[src/rtl/mem_port_arbiter.sv]
// Arbiter sharing one single-port data memory between a CPU and a DMA/debug
// requester, with a fixed-latency access sequence and a DMA anti-starvation limit.
module mem_port_arbiter #(
   parameter int MEM_LAT    = 2,
   parameter int STARVE_MAX = 3
) (
   input  logic        clk,
   input  logic        rst_n,
   input  logic        cpu_req,
   input  logic        cpu_we,
   input  logic [31:0] cpu_addr,
   input  logic [31:0] cpu_wdata,
   output logic        cpu_gnt,
   output logic        cpu_done,
   output logic        cpu_stall,
   output logic [31:0] cpu_rdata,
   input  logic        dma_req,
   input  logic        dma_we,
   input  logic [31:0] dma_addr,
   input  logic [31:0] dma_wdata,
   output logic        dma_gnt,
   output logic        dma_done,
   output logic [31:0] dma_rdata,
   output logic [31:0] mem_addr,
   output logic [31:0] mem_wdata,
   output logic        mem_read,
   output logic        mem_write,
   input  logic [31:0] mem_rdata,
   output logic [1:0]  state_dbg
);

   // Handshake: a requester holds req with we/addr/wdata stable until it sees
   // its gnt (one cycle, in IDLE); the request is captured on that edge and
   // finishes with exactly one done pulse, whatever req does afterwards.

   localparam int SW = (STARVE_MAX < 1) ? 1 : $clog2(STARVE_MAX + 1);

   typedef enum logic [1:0] {
      IDLE   = 2'd0,
      ACCESS = 2'd1,
      DONE   = 2'd2
   } state_e;

   state_e        state_q, state_d;
   logic          owner_q, owner_d;
   logic          we_q, we_d;
   logic [31:0]   addr_q, addr_d;
   logic [31:0]   wdata_q, wdata_d;
   logic [31:0]   cpu_rdata_q, cpu_rdata_d;
   logic [31:0]   dma_rdata_q, dma_rdata_d;
   logic [3:0]    lat_q, lat_d;
   logic [SW-1:0] starve_q, starve_d;
   logic          contended;
   logic          dma_wins;

   always_comb begin
      state_d     = state_q;
      owner_d     = owner_q;
      we_d        = we_q;
      addr_d      = addr_q;
      wdata_d     = wdata_q;
      cpu_rdata_d = cpu_rdata_q;
      dma_rdata_d = dma_rdata_q;
      lat_d       = lat_q;
      starve_d    = starve_q;
      cpu_gnt     = 1'b0;
      dma_gnt     = 1'b0;
      cpu_done    = 1'b0;
      dma_done    = 1'b0;
      mem_read    = 1'b0;
      mem_write   = 1'b0;
      contended   = cpu_req & dma_req;
      // owner encoding: 0 = CPU, 1 = DMA
      dma_wins    = dma_req & (~cpu_req | (starve_q == SW'(STARVE_MAX)));

      case (state_q)
         IDLE: begin
            if (cpu_req || dma_req) begin
               owner_d = dma_wins;
               lat_d   = 4'(MEM_LAT - 1);
               state_d = ACCESS;
               if (dma_wins) begin
                  we_d     = dma_we;
                  addr_d   = dma_addr;
                  wdata_d  = dma_wdata;
                  dma_gnt  = rst_n;
                  starve_d = '0;
               end else begin
                  we_d    = cpu_we;
                  addr_d  = cpu_addr;
                  wdata_d = cpu_wdata;
                  cpu_gnt = rst_n;
                  if (contended) starve_d = starve_q + SW'(1);
               end
            end
         end
         ACCESS: begin
            mem_read  = ~we_q;
            mem_write = we_q;
            if (lat_q == 4'd0) begin
               if (!we_q) begin
                  if (owner_q) dma_rdata_d = mem_rdata;
                  else         cpu_rdata_d = mem_rdata;
               end
               state_d = DONE;
            end else begin
               lat_d = lat_q - 4'd1;
            end
         end
         DONE: begin
            cpu_done = ~owner_q;
            dma_done = owner_q;
            state_d  = IDLE;
         end
         default: state_d = IDLE;
      endcase
   end

   always_ff @(posedge clk or negedge rst_n) begin
      if (!rst_n) begin
         state_q     <= IDLE;
         owner_q     <= 1'b0;
         we_q        <= 1'b0;
         addr_q      <= '0;
         wdata_q     <= '0;
         cpu_rdata_q <= '0;
         dma_rdata_q <= '0;
         lat_q       <= '0;
         starve_q    <= '0;
      end else begin
         state_q     <= state_d;
         owner_q     <= owner_d;
         we_q        <= we_d;
         addr_q      <= addr_d;
         wdata_q     <= wdata_d;
         cpu_rdata_q <= cpu_rdata_d;
         dma_rdata_q <= dma_rdata_d;
         lat_q       <= lat_d;
         starve_q    <= starve_d;
      end
   end

   assign mem_addr  = addr_q;
   assign mem_wdata = wdata_q;
   assign cpu_rdata = cpu_rdata_q;
   assign dma_rdata = dma_rdata_q;
   assign cpu_stall = cpu_req & ~cpu_done;
   assign state_dbg = state_q;

endmodule

[config.mk]
export PLATFORM = sky130hd
export DESIGN_NAME = mem_port_arbiter
export DESIGN_NICKNAME = d
export VERILOG_FILES = /design/src/rtl/mem_port_arbiter.sv
export SDC_FILE = /design/constraint.sdc
export NUM_CORES = 1
export LEC_CHECK = 0
export ABC_AREA = 1
export CORE_MARGIN = 2
export CORE_UTILIZATION = 40
export CTS_CLUSTER_DIAMETER = 30
export DETAILED_ROUTE_END_ITERATION = 16
export GPL_ROUTABILITY_DRIVEN = 0
export PLACE_DENSITY = 0.8
export SETUP_SLACK_MARGIN = 0.5
export SLEW_MARGIN = 5
export SYNTH_ARGS = -nofsm -noshare
export SYNTH_HDL_FRONTEND = slang
export SYNTH_SLANG_ARGS = --single-unit
[constraint.sdc]
create_clock -name clk -period 2.1 [get_ports clk]
set_clock_uncertainty 0.1 [all_clocks]
set_input_delay 0.315 -clock clk [delete_from_list [all_inputs] [get_ports clk]]
set_output_delay 0.315 -clock clk [all_outputs]
set_load 0.05 [all_outputs]
Word level (Yosys, flattened, before mapping) --
Cells that the tools add are included.
Word-level totals: flip-flop bits (word level) 138, bits of input ports 166, output and inout bits 137, word-level logic and storage cells 57
Cells by class: add/sub/neg operators 2, equal/unequal tests 6, multiplexer cells 21, bitwise logic cells 8, reduce and logical (&&, ||, !) cells 11
Operator list (number):
- 32-bit 2-to-1 mux | 2
- 1-bit 2-to-1 mux | 11
- 2-bit 2-to-1 mux | 4
- 4-bit 2-to-1 mux | 2
- 4-bit case mux with 2 select lines | 1
- 4-bit AND reduction | 2
- 2-bit inequality test (second input constant) | 3
- 3-bit AND reduction | 2
- 2-bit == test (second input constant) | 2
- 4-bit logical NOT | 1
- 1-bit inverter | 4
- 2-bit case mux with 2 select lines | 1
- 2-bit AND reduction | 2
- 2-bit nonzero test | 2
- 4-bit by 1-bit subtractor with 4-bit output (second input constant) | 1
- 1-bit bitwise AND | 3
- 2-bit by 1-bit adder with 2-bit output (second input constant) | 1
- 2-bit by 1-bit == test with 1-bit output (second input constant) | 1
- 2-bit logical NOT | 1
- 1-bit logical OR | 1
- 1-bit bitwise OR | 1

Logic depth before layout (Yosys ltp) --
Gate-level depths: netlist (run 1).
word-level depth 6, gate-level depth with buffers 8, mapped depth without buffers 7

Least setup slack after synthesis (run 1) --
No wires, ideal clock.
kind reg-to-output, start reg starve_q[0], end out cpu_gnt, data arrival time 1.824 ns, data required time 1.685 ns, setup slack -0.139 ns, cell stages (with the launch flop) 9, buffers on the path 2, cell sequence dfrtp_1 ha_1 inv_1 nand2_1 nand2_1 buf_4 buf_2 nand2_1 nor2_1
On the way: longest elaborated chain between the ends 6
Ends and longest elaborated chain:
- start: declaration | RTL line 52 | logic [SW-1:0] starve_q, starve_d;
- start signal: assignment | RTL line 139 | starve_q <= starve_d;
- 2-bit == test | RTL line 74 | dma_wins = dma_req & (~cpu_req | (starve_q == SW'(STARVE_MAX)));
- 1-bit bitwise OR | RTL line 74
- 1-bit bitwise AND | RTL line 74
- 1-bit 2-to-1 mux | RTL line 82 | if (dma_wins) begin
- 1-bit 2-to-1 mux | RTL line 78 | if (cpu_req || dma_req) begin
- 1-bit 2-to-1 mux | RTL line 76 | case (state_q)
- end: declaration | RTL line 13 | output logic cpu_gnt,
Every way passes these cells.

Worst setup path after layout (run 1) --
start reg state_q[1] (netlist: state_dbg[1]), end out mem_write
On the way: longest elaborated chain between the ends 2
Ends and longest elaborated chain:
- start: declaration | RTL line 44 | state_e state_q, state_d;
- start signal: assignment | RTL line 131 | state_q <= state_d;
- 2-bit by 1-bit == test with 1-bit output | RTL line 76
- 1-bit 2-to-1 mux | RTL line 76
- end: declaration | RTL line 27 | output logic mem_write,
Every way passes these cells.

==> impl_metrics.json, run 1 <==
{
  "dr.pass1.iters": 7,
  "path_clk_slew_ns": 0.06,
  "r2r_cells": 10,
  "grt_pass1_wl_um": 36900,
  "ys_ff_latch": 138,
  "cts_buffers": 17,
  "placed_area_sq_um": 9320,
  "pre_cts_ws_ns": 0.146,
  "slew_viol_final": 0,
  "worst_setup_path_start_kind": "register",
  "synth_area_sq_um": 6000,
  "synth_top_area_share": 0.575,
  "clockBufferDepth": 2,
  "num_vias": 6821,
  "fin_ws_ns": 0.170,
  "min_from": "dma_req",
  "p_switching_mw": 10.6,
  "route.met3.wl_um": 2220,
  "holdPathStages": 3,
  "critPathLaunch": "state_dbg[1]$_DFFE_PN0P_",
  "drt_iter0_drc": 423,
  "cts_tree": "built",
  "fin_crit_sh": 0.919,
  "routedWlPerCell_um": 21.1,
  "grt_max_degree": 99,
  "routed_via_density": 5.53,
  "die_y_um": 126,
  "cts_sinks": 138,
  "synth_area_leaders": "dfrtp_1 (58%), nand2_1 (11%), a21oi_1 (11%)",
  "min_path_type": "in2reg",
  "p_int_mw": 10.6,
  "start_util": 0.411,
  "fin_area_sq_um": 11300,
  "rsz0062_at_grt": "true",
  "areaGrowthSynthToFinish_pct": 87.7,
  "drc": 0,
  "ant_nets": 0,
  "power.leakage_nw": 5.02,
  "port_buffers": 302,
  "rows": 44,
  "max_slew_margin": 0.506,
  "dp_hpwl_um": 14000,
  "report.final.setup_viol": 0,
  "comb_power_share": 0.596,
  "die_area_sq_um": 16000,
  "totalPowerFinal_mw": 21.2,
  "clk_latency_ns": 0.42,
  "crit_fanout": 3,
  "timing.fmax_ghz": 0.518,
  "arrival_ns": 1.52,
  "pwr-share-clk": 0.171,
  "drive_gt1_frac": 0.347,
  "layout_commonest_cell": "clkdlybuf4s50_1",
  "h-tree-depth": 4,
  "synth_warnings": 0,
  "fin_setup_tns_ns": 0,
  "wl_um": 26000,
  "crit_type": "reg2out",
  "outcome": "complete, no violations",
  "cp_data_required_time_ns": 1.68,
  "p_per_area_nw_per_um2": 1880,
  "die_x_um": 126,
  "synth_top_area_cell": "dfrtp_1",
  "reg2reg_from": "state_dbg[1]$_DFFE_PN0P_",
  "yosysSeqAreaShare": 0.575,
  "switching_share": 0.501,
  "min_period_ns": 1.93,
  "ios": 303,
  "syn_inst": 705,
  "worst_pin_slew_ns": 0.741,
  "max-vdd-ir-drop_mv": 0.908,
  "pwr-share-seq": 0.233,
  "fin_nets": 1207,
  "final_cell_mix": "clkdlybuf4s50_1 (163), dfrtp_1 (135), a21oi_1 (124)",
  "cap_violations": 0,
  "grt_usage": 0.297,
  "met2WireLength_um": 13400,
  "end_kind": "output port",
  "finalHoldViolCount": 0,
  "drt-met1-wl_um": 9120,
  "synth.net_count": 874,
  "core_area_sq_um": 14600,
  "highest_layer": "met5",
  "grt_pass1_vias": 6857,
  "globalRouteOverflowTotal": 0,
  "yosysUniqueCellTypes": 21,
  "antenna_found_initial": 1,
  "insertedDiodeCount": 0,
  "syn_area_per_cell_sq_um": 8.51,
  "cts-root-buf": "clkbuf_16"
}
==> sequential cells by signal, indices dropped and copies added (netlist names) <==
signal / count
cpu_rdata: 32
dma_rdata: 32
mem_addr: 32
mem_wdata: 32
lat_q: 4
starve_q: 2
state_dbg: 2
owner_q: 1
we_q: 1
==> cell families (layout without fill, tap and decap cells) <==
group | count (synthesis) | count (layout) | share of synthesized area
fa+ha+maj | 3 | 3 | 0.00625
xor+xnor | 1 | 1 | 0.00146
simple gates | 359 | 359 | 0.250
flops | 138 | 138 | 0.575
buf+inv | 64 | 408 | 0.0494
compound gates | 140 | 140 | 0.118
==> cells in the mapped netlist, drive strengths merged <==
cell    number
nor3         1
clkbuf      14
nor2        82
o21a         1
nand3      100
inv         14
o21ai        9
a21oi      130
xor2         1
dfrtp      138
nand4        1
nand2      175
ha           3
buf         36
==> final cells by class <==
type,count,area (sq um)
Sequential cell,138,3460
Tap cell,184,230
Timing Repair Buffer,364,3930
Fill cell,960,3320
Inverter,14,67.6
Clock inverter,12,272
Clock buffer,18,429
Multi-Input combinational cell,503,2880
==> power by group through the flow <==
stage               logic [mW]  registers (mW)  clock network [mW]
floorplan                 2.73            9.19                   0
global placement          11.1            4.79                   0
detailed placement        11.3            4.83                   0
CTS                       11.8            4.82                3.64
global route              13.1            5.09                3.78
finish                    12.6            4.94                3.62
==> per-stage QoR <==
step                      std cells  hold WS, ns  utilization
after floorplan                 705      -0.0806            -
after global placement         1157        0.353        0.639
after detailed placement       1157        0.359        0.639
after CTS                      1220        0.261        0.743
after global routing           1233        0.280        0.772
final                          1233        0.278        0.772
==> path summary, 6_finish.rpt <==
check	to	slack [ns]
worst max-delay path	mem_write	0.17
worst min-delay path	state_dbg[0]$_DFFE_PN0P_	0.28
worst max register to register	cpu_rdata[31]$_DFFE_PN0P_	0.22
worst min register to register	cpu_rdata[0]$_DFFE_PN0P_	0.38
max in group asynchronous	cpu_rdata[16]$_DFFE_PN0P_	0.83
min in group asynchronous	dma_rdata[28]$_DFFE_PN0P_	0.61
==> worst max-delay path, stage by stage (launching register included) <==
cell and delay [ns]:
dfrtp_2 0.45, buf_6 0.14, nor2_4 0.19, inv_4 0.06, nor2_4 0.11, buf_12 0.15
==> per-layer routing <==
layer,up-vias,track usage
li1,3010,-
met1,3320,0.329
met2,410,0.504
met3,79,0.0987
met4,2,0.163
met5,-,0
==> repair_timing <==
item,4_1_cts,5_1_grt
gates cloned,13,6
pin swaps,20,67
buffers inserted,19,7
gates resized for setup,430,260
endpoints found under the setup margin,202,193
hold buffers,1,0
endpoints found under the hold margin,138,0
(Power assumes the default switching activity.)
==> inputs of run 2 (changes only) <==
CORE_ASPECT_RATIO = 1.1   (was not set)
==> impl_metrics.json, run 2 (same netlist as run 1, synthesis figures left out) <==
{
  "routed_via_density": 5.74,
  "drive_gt1_frac": 0.443,
  "wl_um": 29800,
  "drc": 0,
  "port_buffers": 302,
  "multi_input_area_sq_um": 3280,
  "die_x_um": 121,
  "report.final.setup_viol": 0,
  "rows": 46,
  "max_slew_margin": 0.510,
  "die_area_sq_um": 16000,
  "pre_cts_ws_ns": 0.112,
  "globalRouteOverflowTotal": 0,
  "cp_data_required_time_ns": 1.68,
  "final-seq-area_sq_um": 3460,
  "end_kind": "output port",
  "cts-root-buf": "clkbuf_16",
  "routedWlPerCell_um": 23.5,
  "grt_pass1_vias": 6755,
  "die_y_um": 132,
  "grt_pass1_wl_um": 37700,
  "slew_viol_final": 0,
  "clk_latency_ns": 0.42,
  "start_util": 0.412,
  "ios": 303,
  "arrival_ns": 1.54,
  "dr.pass1.iters": 4,
  "crit_fanout": 4,
  "placed_area_sq_um": 9330,
  "outcome": "complete, no violations",
  "p_per_area_nw_per_um2": 1830,
  "h-tree-depth": 4,
  "cts_sinks": 138,
  "final_cell_mix": "clkdlybuf4s50_1 (163), dfrtp_1 (135), nand3_1 (98)",
  "fin_nets": 1228,
  "crit_type": "reg2out",
  "fillers": 838,
  "timing.fmax_ghz": 0.511,
  "grt_usage": 0.307,
  "ant_nets": 0,
  "cts_tree": "built",
  "layout_commonest_cell": "clkdlybuf4s50_1",
  "power.leakage_nw": 5.18,
  "fin_setup_tns_ns": 0,
  "min_path_type": "in2reg",
  "worst_pin_slew_ns": 0.732,
  "drt_iter0_drc": 491,
  "cts_buffers": 17,
  "fin_ws_ns": 0.143,
  "num_vias": 7262,
  "max-vdd-ir-drop_mv": 1.10,
  "cap_violations": 0,
  "antenna_found_initial": 2,
  "fin_area_sq_um": 11900,
  "clockBufferDepth": 2,
  "dp_hpwl_um": 14400,
  "fin_crit_sh": 0.932,
  "core_area_sq_um": 14600,
  "areaGrowthSynthToFinish_pct": 98.6,
  "path_clk_slew_ns": 0.06,
  "worst_setup_path_start_kind": "register",
  "grt_max_degree": 81,
  "rsz0062_at_grt": "true",
  "min_period_ns": 1.96,
  "finalHoldViolCount": 0
}
==> run 2: worst paths after layout <==
check	cells past startpoint	from	endpoint	slack [ns]
min reg2reg	2	cpu_rdata[18]$_DFFE_PN0P_	cpu_rdata[18]$_DFFE_PN0P_	0.38
max in group asynchronous	3	rst_n	mem_wdata[31]$_DFFE_PN0P_	0.85
max reg2reg	10	state_dbg[1]$_DFFE_PN0P_	cpu_rdata[29]$_DFFE_PN0P_	0.23
min	3	dma_req	mem_addr[30]$_DFFE_PN0P_	0.22
min in group asynchronous	2	rst_n	mem_wdata[12]$_DFFE_PN0P_	0.42
max	7	starve_q[0]$_DFFE_PN0P_	cpu_gnt	0.14
==> run 2: what timing repair did <==
item | CTS | global route
setup buffers | 22 | 5
hold buffers | 2 | 0
endpoints found under the hold margin | 15 | 0
pin swaps | 14 | 40
setup endpoints to repair | 225 | 202
cloned | 13 | 22
gates resized for setup | 470 | 395
==> run 2: metrics by stage <==
step	instances	utilization	power (mW)	hold slack, ns
after floorplan	705	-	11.9	-0.0806
after global placement	1168	0.641	15.9	0.0719
after detailed placement	1168	0.641	16.0	0.0734
after CTS	1237	0.740	19.8	0.195
after global routing	1265	0.818	22.5	0.216
final	1265	0.818	21.8	0.220
==> run 2: critical path: stages (launching register included) <==
cell and delay (ns):
dfrtp_1 0.42, ha_2 0.19, inv_2 0.06, nand2_4 0.07
nand2_4 0.10, nand2_4 0.05, nor2_4 0.09, buf_12 0.14
==> run 2: layout make-up <==
| type | instances | area share |
|---|---|---|
| diodes | 1 | 0.000210 |
| clock buffers | 19 | 0.0380 |
| clock inverters | 13 | 0.00997 |
| inverters | 14 | 0.00703 |
| multi-input cells | 503 | 0.275 |
| flip-flops and latches | 138 | 0.290 |
| well taps | 192 | 0.0202 |
| repair buffers | 385 | 0.359 |
==> run 2: metal layers <==
layer / vias to the layer above / GRT usage / wire length [um]
li1: 3061 / - / -
met1: 3561 / 0.347 / 9840
met2: 521 / 0.537 / 15500
met3: 117 / 0.0944 / 2960
met4: 2 / 0.126 / 1440
met5: - / 0 / 13
==> run 2: report_power, final <==
group / internal, mW / total, mW / switching (mW)
sequential: 4.03 / 5.17 / 1.14
clock: 1.70 / 2.95 / 1.25
combinational: 4.61 / 13.7 / 9.07
==> inputs of run 3 (changes only) <==
SLEW_MARGIN = not set   (was 5)
TNS_END_PERCENT = 5   (was not set)
==> impl_metrics.json, run 3 (same netlist as run 1, synthesis figures left out) <==
{
  "layout_commonest_cell": "nand2_1",
  "dp_hpwl_um": 14400,
  "core_area_sq_um": 14600,
  "crit_top_cell": "nand2_4",
  "cts_buffers": 17,
  "fin_nets": 1190,
  "cap_violations": 0,
  "rows": 46,
  "ant_nets": 0,
  "wl_um": 23200,
  "path_clk_slew_ns": 0.06,
  "fin_ws_ns": 0.167,
  "die_y_um": 132,
  "cp_slowest_cell": "dfrtp_1",
  "cp_num_buf_inv": 2,
  "totalPowerFinal_mw": 18.9,
  "worst_pin_slew_ns": 0.757,
  "h-tree-depth": 4,
  "grt_max_degree": 81,
  "end_kind": "output port",
  "cp_cell_sequence": "ha_2, inv_2, nand2_4, nand2_4, nand2_4, nor2_4, buf_12",
  "min_period_ns": 1.93,
  "rsz0062_at_grt": "true",
  "num_vias": 6528,
  "die_area_sq_um": 16000,
  "crit_type": "reg2out",
  "antenna_found_initial": 1,
  "grt_pass1_wl_um": 32800,
  "fillers": 1178,
  "ios": 303,
  "finalHoldViolCount": 0,
  "cts_sinks": 138,
  "final_cell_mix": "nand2_1 (169), clkdlybuf4s50_1 (163), dfrtp_1 (135)",
  "cts_tree": "built",
  "grt_pass1_vias": 6083,
  "drt_iter0_drc": 498,
  "start_util": 0.412,
  "areaGrowthSynthToFinish_pct": 71.5,
  "fin_crit_sh": 0.921,
  "worst_setup_path_start_kind": "register",
  "pre_cts_ws_ns": 0.112,
  "max-vdd-ir-drop_mv": 1.09,
  "drc": 0,
  "min_path_type": "in2reg",
  "critPathTopFamily": "flip-flops",
  "power.leakage_nw": 4.73,
  "insertedDiodeCount": 0,
  "crit_fanout": 4,
  "arrival_ns": 1.52,
  "cp_slowest_stage_delay_ns": 0.39,
  "grt_usage": 0.262,
  "drive_gt1_frac": 0.129,
  "clk_latency_ns": 0.42,
  "clockBufferDepth": 2,
  "die_x_um": 121,
  "cp_data_required_time_ns": 1.68,
  "port_buffers": 302,
  "post-route-util": 0.707,
  "dr.pass1.iters": 5,
  "report.final.setup_viol": 0,
  "cts-root-buf": "clkbuf_16",
  "globalRouteOverflowTotal": 0,
  "routedWlPerCell_um": 18.9,
  "slew_viol_final": 0,
  "fin_setup_tns_ns": 0,
  "outcome": "complete, no violations",
  "routed_via_density": 5.32,
  "max_slew_margin": 0.494,
  "timing.fmax_ghz": 0.517,
  "p_per_area_nw_per_um2": 1830
}
## run 3: changes by cell type in the layout (fill, tap and decap cells not counted), moves of 47 or more
cell	previous run	this run
nand2_1	45	169
dlygate4sd2_1	1	117
nand2_2	79	2
buf_2	68	6
a21oi_1	70	123
clkdlybuf4s15_2	52	0
nand2_4	51	4
## run 3: final timing paths
| path | startpoint | endpoint | slack [ns] | cells past startpoint |
|---|---|---|---|---|
| hold / removal | dma_req | mem_addr[29]$_DFFE_PN0P_ | 0.21 | 3 |
| hold reg to reg | dma_rdata[1]$_DFFE_PN0P_ | dma_rdata[1]$_DFFE_PN0P_ | 0.37 | 2 |
| setup / recovery | starve_q[1]$_DFFE_PN0P_ | cpu_gnt | 0.17 | 7 |
| min in group asynchronous | rst_n | mem_wdata[13]$_DFFE_PN0P_ | 0.42 | 2 |
| max in group asynchronous | rst_n | mem_wdata[1]$_DFFE_PN0P_ | 0.90 | 3 |
| setup reg to reg | state_dbg[0]$_DFFE_PN0P_ | dma_rdata[22]$_DFFE_PN0P_ | 0.33 | 9 |
## run 3: layout make-up
cell class              instances  area [sq um]  share of cell area
clock buffers                  19           453              0.0440
clock inverters                13           119              0.0116
inverters                      14          62.6             0.00608
multi-input cells             503          2400               0.233
flip-flops and latches        138          3460               0.336
well taps                     192           240              0.0233
repair buffers                347          3560               0.346
## run 3: through the flow
| stage | area (sq um) | hold slack, ns | cells |
|---|---|---|---|
| floorplan | 6060 | -0.0806 | 705 |
| global placement | 9330 | 0.0719 | 1168 |
| detailed placement | 9330 | 0.0734 | 1168 |
| CTS | 9800 | -0.378 | 1206 |
| global route | 10300 | 0.218 | 1226 |
| finish | 10300 | 0.209 | 1226 |
## run 3: per-layer routing
layer / vias to the layer above / part of all wire / routed length, um / track usage
li1: 2972 / - / - / -
met1: 3098 / 0.36 / 8440 / 0.313
met2: 399 / 0.50 / 11600 / 0.436
met3: 57 / 0.11 / 2520 / 0.0961
met4: 2 / 0.029 / 673 / 0.0917
met5: - / 0.00056 / 13 / 0
## run 3: power breakdown
part	switching (mW)	internal, mW	total [mW]
sequential	0.764	4.03	4.79
combinational	7.94	3.24	11.2
clock	1.21	1.70	2.90
## run 3: timing repair
action / CTS / global route
pin swaps: 5 / 7
hold endpoints to repair: 15 / 15
endpoints found under the setup margin: 225 / 258
gates cloned: 0 / 13
setup buffers: 6 / 5
gates resized for setup: 161 / 33
## run 3: worst reg2reg max path, stage by stage, from the launching register on
cell	delay, ns
dfrtp_2	0.41
inv_2	0.07
nor2_4	0.22
inv_4	0.08
buf_4	0.14
nor2_4	0.10
nand2_1	0.17
buf_12	0.22
nand2_1	0.09
nand2_1	0.06
==> edit, RTL diff (config.mk and constraints of run 2) <==
The parameter `STARVE_MAX` goes from 3 to 2.
--- a/src/rtl/mem_port_arbiter.sv
+++ b/src/rtl/mem_port_arbiter.sv
@@ -4,3 +4,3 @@
    parameter int MEM_LAT    = 2,
-   parameter int STARVE_MAX = 3
+   parameter int STARVE_MAX = 2
 ) (
Check against the original RTL: same outputs for any inputs over 4 cycles, from zero or initial values and one cycle with rst_n low; that may be too few to reach the edited logic, so the function may still have changed.
==> edit against run 2 <==
- die area fell by 1.2%
- sequential cell count stayed put
- combinational power fell by 12%
- highest routed layer is now met4
- count of clock-buffer cells in the layout fell by 1
- cell area down 9.1%
- routed wire length shrank 19%
- worst setup slack got worse by 0.019 ns
- largest cell class unchanged
- synthesized area decreased by 1.3%
- power fell by 6.8%
==> edit: results (changes against run 2) <==
placed instance area=9250 um^2 (-0.86%); via count of the first global-routing pass=6500 (-3.8%); DR vias/cell=5.41 (-5.7%); synthesis warning total=0 (unchanged); H-Tree Level Count=4 (unchanged); TritonRoute pass-1 iters=5 (+1); fillers=1011 (+21%); clock root buffer=clkbuf_16; hpwl dp=13900 um (-3.2%); worst path arrival time=2.18 ns (+0.64 ns); Crit-path slowest cell=dfrtp_2; pin count of the biggest net entering global routing=100 (+23%); cts bufs inserted=17 (unchanged); sequential share of the synthesized area=0.583 (+0.00741); Area contributors post-synth=dfrtp_1 (58%), a21oi_1 (11%), nand3_1 (5.7%), nor2_1 (5.0%), nand2_1 (4.8%); Tot GR Track Use=0.282 (-0.0253); maximum VDD drop=1.06 mV (-3.4%); # port buffers=302 (unchanged); initial antenna violation count=0 (-2); WL final=24200 um (-19%); status=finished clean; Syn Nets=837 (-4.2%); Worst Max-Slew Pin Slew=0.531 ns (-0.202 ns); Max stage delay on crit path=0.44 ns (+0.02 ns); ANT cells=0 (-1); Top FF cell, synth=dfrtp_1; Hold Crit Class=in2reg; leakage=4.86 nW (-6.1%); # DRC=0 (unchanged); # nets final=1180 (-3.9%); share of cells above drive strength 1=0.305 (-0.138); maximum root-to-sink buffer count=2 (unchanged); Critical Path Fanout Max=6 (+2); Clock Sinks=138 (unchanged); FFs w/ async S/R, synth=1.00 (unchanged); Netlist cell types=21 (unchanged); Worst-path clk slew=~0.070 ns; first-pass GRT wire length=34600 um (-8.1%); Iter 0 DRT Violations=530 (+7.9%); cell family with most CP delay=buffers and inverters; Clk Latency, worst-skew pair=~0.41 ns; DP Worst Slack=0.106 ns (-0.00591 ns); top post-synthesis cells by count=dfrtp_1 (138), a21oi_1 (130), nor2_1 (79)
edit: cell families after synthesis:
| logic type | count (synthesis) | share of synthesized area |
|---|---|---|
| xor+xnor | 1 | 0.00148 |
| simple gates | 227 | 0.165 |
| compound gates | 204 | 0.173 |
| fa+ha+maj | 3 | 0.00634 |
| buf+inv | 95 | 0.0712 |
| flops | 138 | 0.583 |
edit: power breakdown:
group | internal [W] | switching [W]
sequential | 0.00403 | 0.000856
combinational | 0.00379 | 0.00821
clock | 0.00218 | 0.00124
total | 0.0100 | 0.0103
edit: layout make-up:
| type | count | area (um^2) | area share |
|---|---|---|---|
| repair buffers | 368 | 3870 | 0.358 |
| flip-flops and latches | 138 | 3460 | 0.319 |
| multi-input cells | 438 | 2400 | 0.221 |
| clock buffers | 18 | 439 | 0.0405 |
| well taps | 192 | 240 | 0.0222 |
| clock inverters | 14 | 234 | 0.0216 |
| inverters | 48 | 191 | 0.0177 |
edit: routing by layer:
layer	vias up	wire, um	GRT usage
met4	0	931	0.108
li1	2932	-	-
met2	385	12500	0.486
met5	-	0	0
met3	67	2100	0.0933
met1	3199	8620	0.322
edit: final timing paths:
kind / depth (start not counted) / to / from / slack, ns
max in group asynchronous: 3 / state_dbg[1] / rst_n / 0.95
hold reg to reg: 2 / cpu_rdata[10] / cpu_rdata[10] / 0.38
setup reg to reg: 11 / dma_rdata[22] / state_dbg[1] / 0.12
min in group asynchronous: 3 / mem_wdata[26] / rst_n / 0.55
setup / recovery: 11 / dma_rdata[22] / state_dbg[1] / 0.12
hold / removal: 3 / mem_addr[30] / dma_req / 0.25
edit: worst reg2reg max path, delay by kind of cell (launching register included):
kind	cells	cell delay (ns)
AND/OR/NAND/NOR	4	0.51
AO/OA/AOI/OAI	1	0.06
buffers and inverters	6	0.76
flip-flops	1	0.44
edit: through the flow:
stage / instances / utilization / total power [W]
6_report: 1216 / 0.750 / 0.0203
5_1_grt: 1216 / 0.750 / 0.0212
4_1_cts: 1200 / 0.737 / 0.0198
3_5_place_dp: 1134 / 0.641 / 0.0160
3_3_place_gp: 1134 / 0.641 / 0.0158
2_1_floorplan: 668 / - / 0.0120
edit: timing repair:
action | CTS | global route
gates cloned | 9 | 7
hold buffers | 1 | 0
gates resized for setup | 447 | 173
endpoints found under the hold margin | 138 | 0
pin swaps | 7 | 5
setup buffers | 24 | 9
endpoints found under the setup margin | 210 | 200
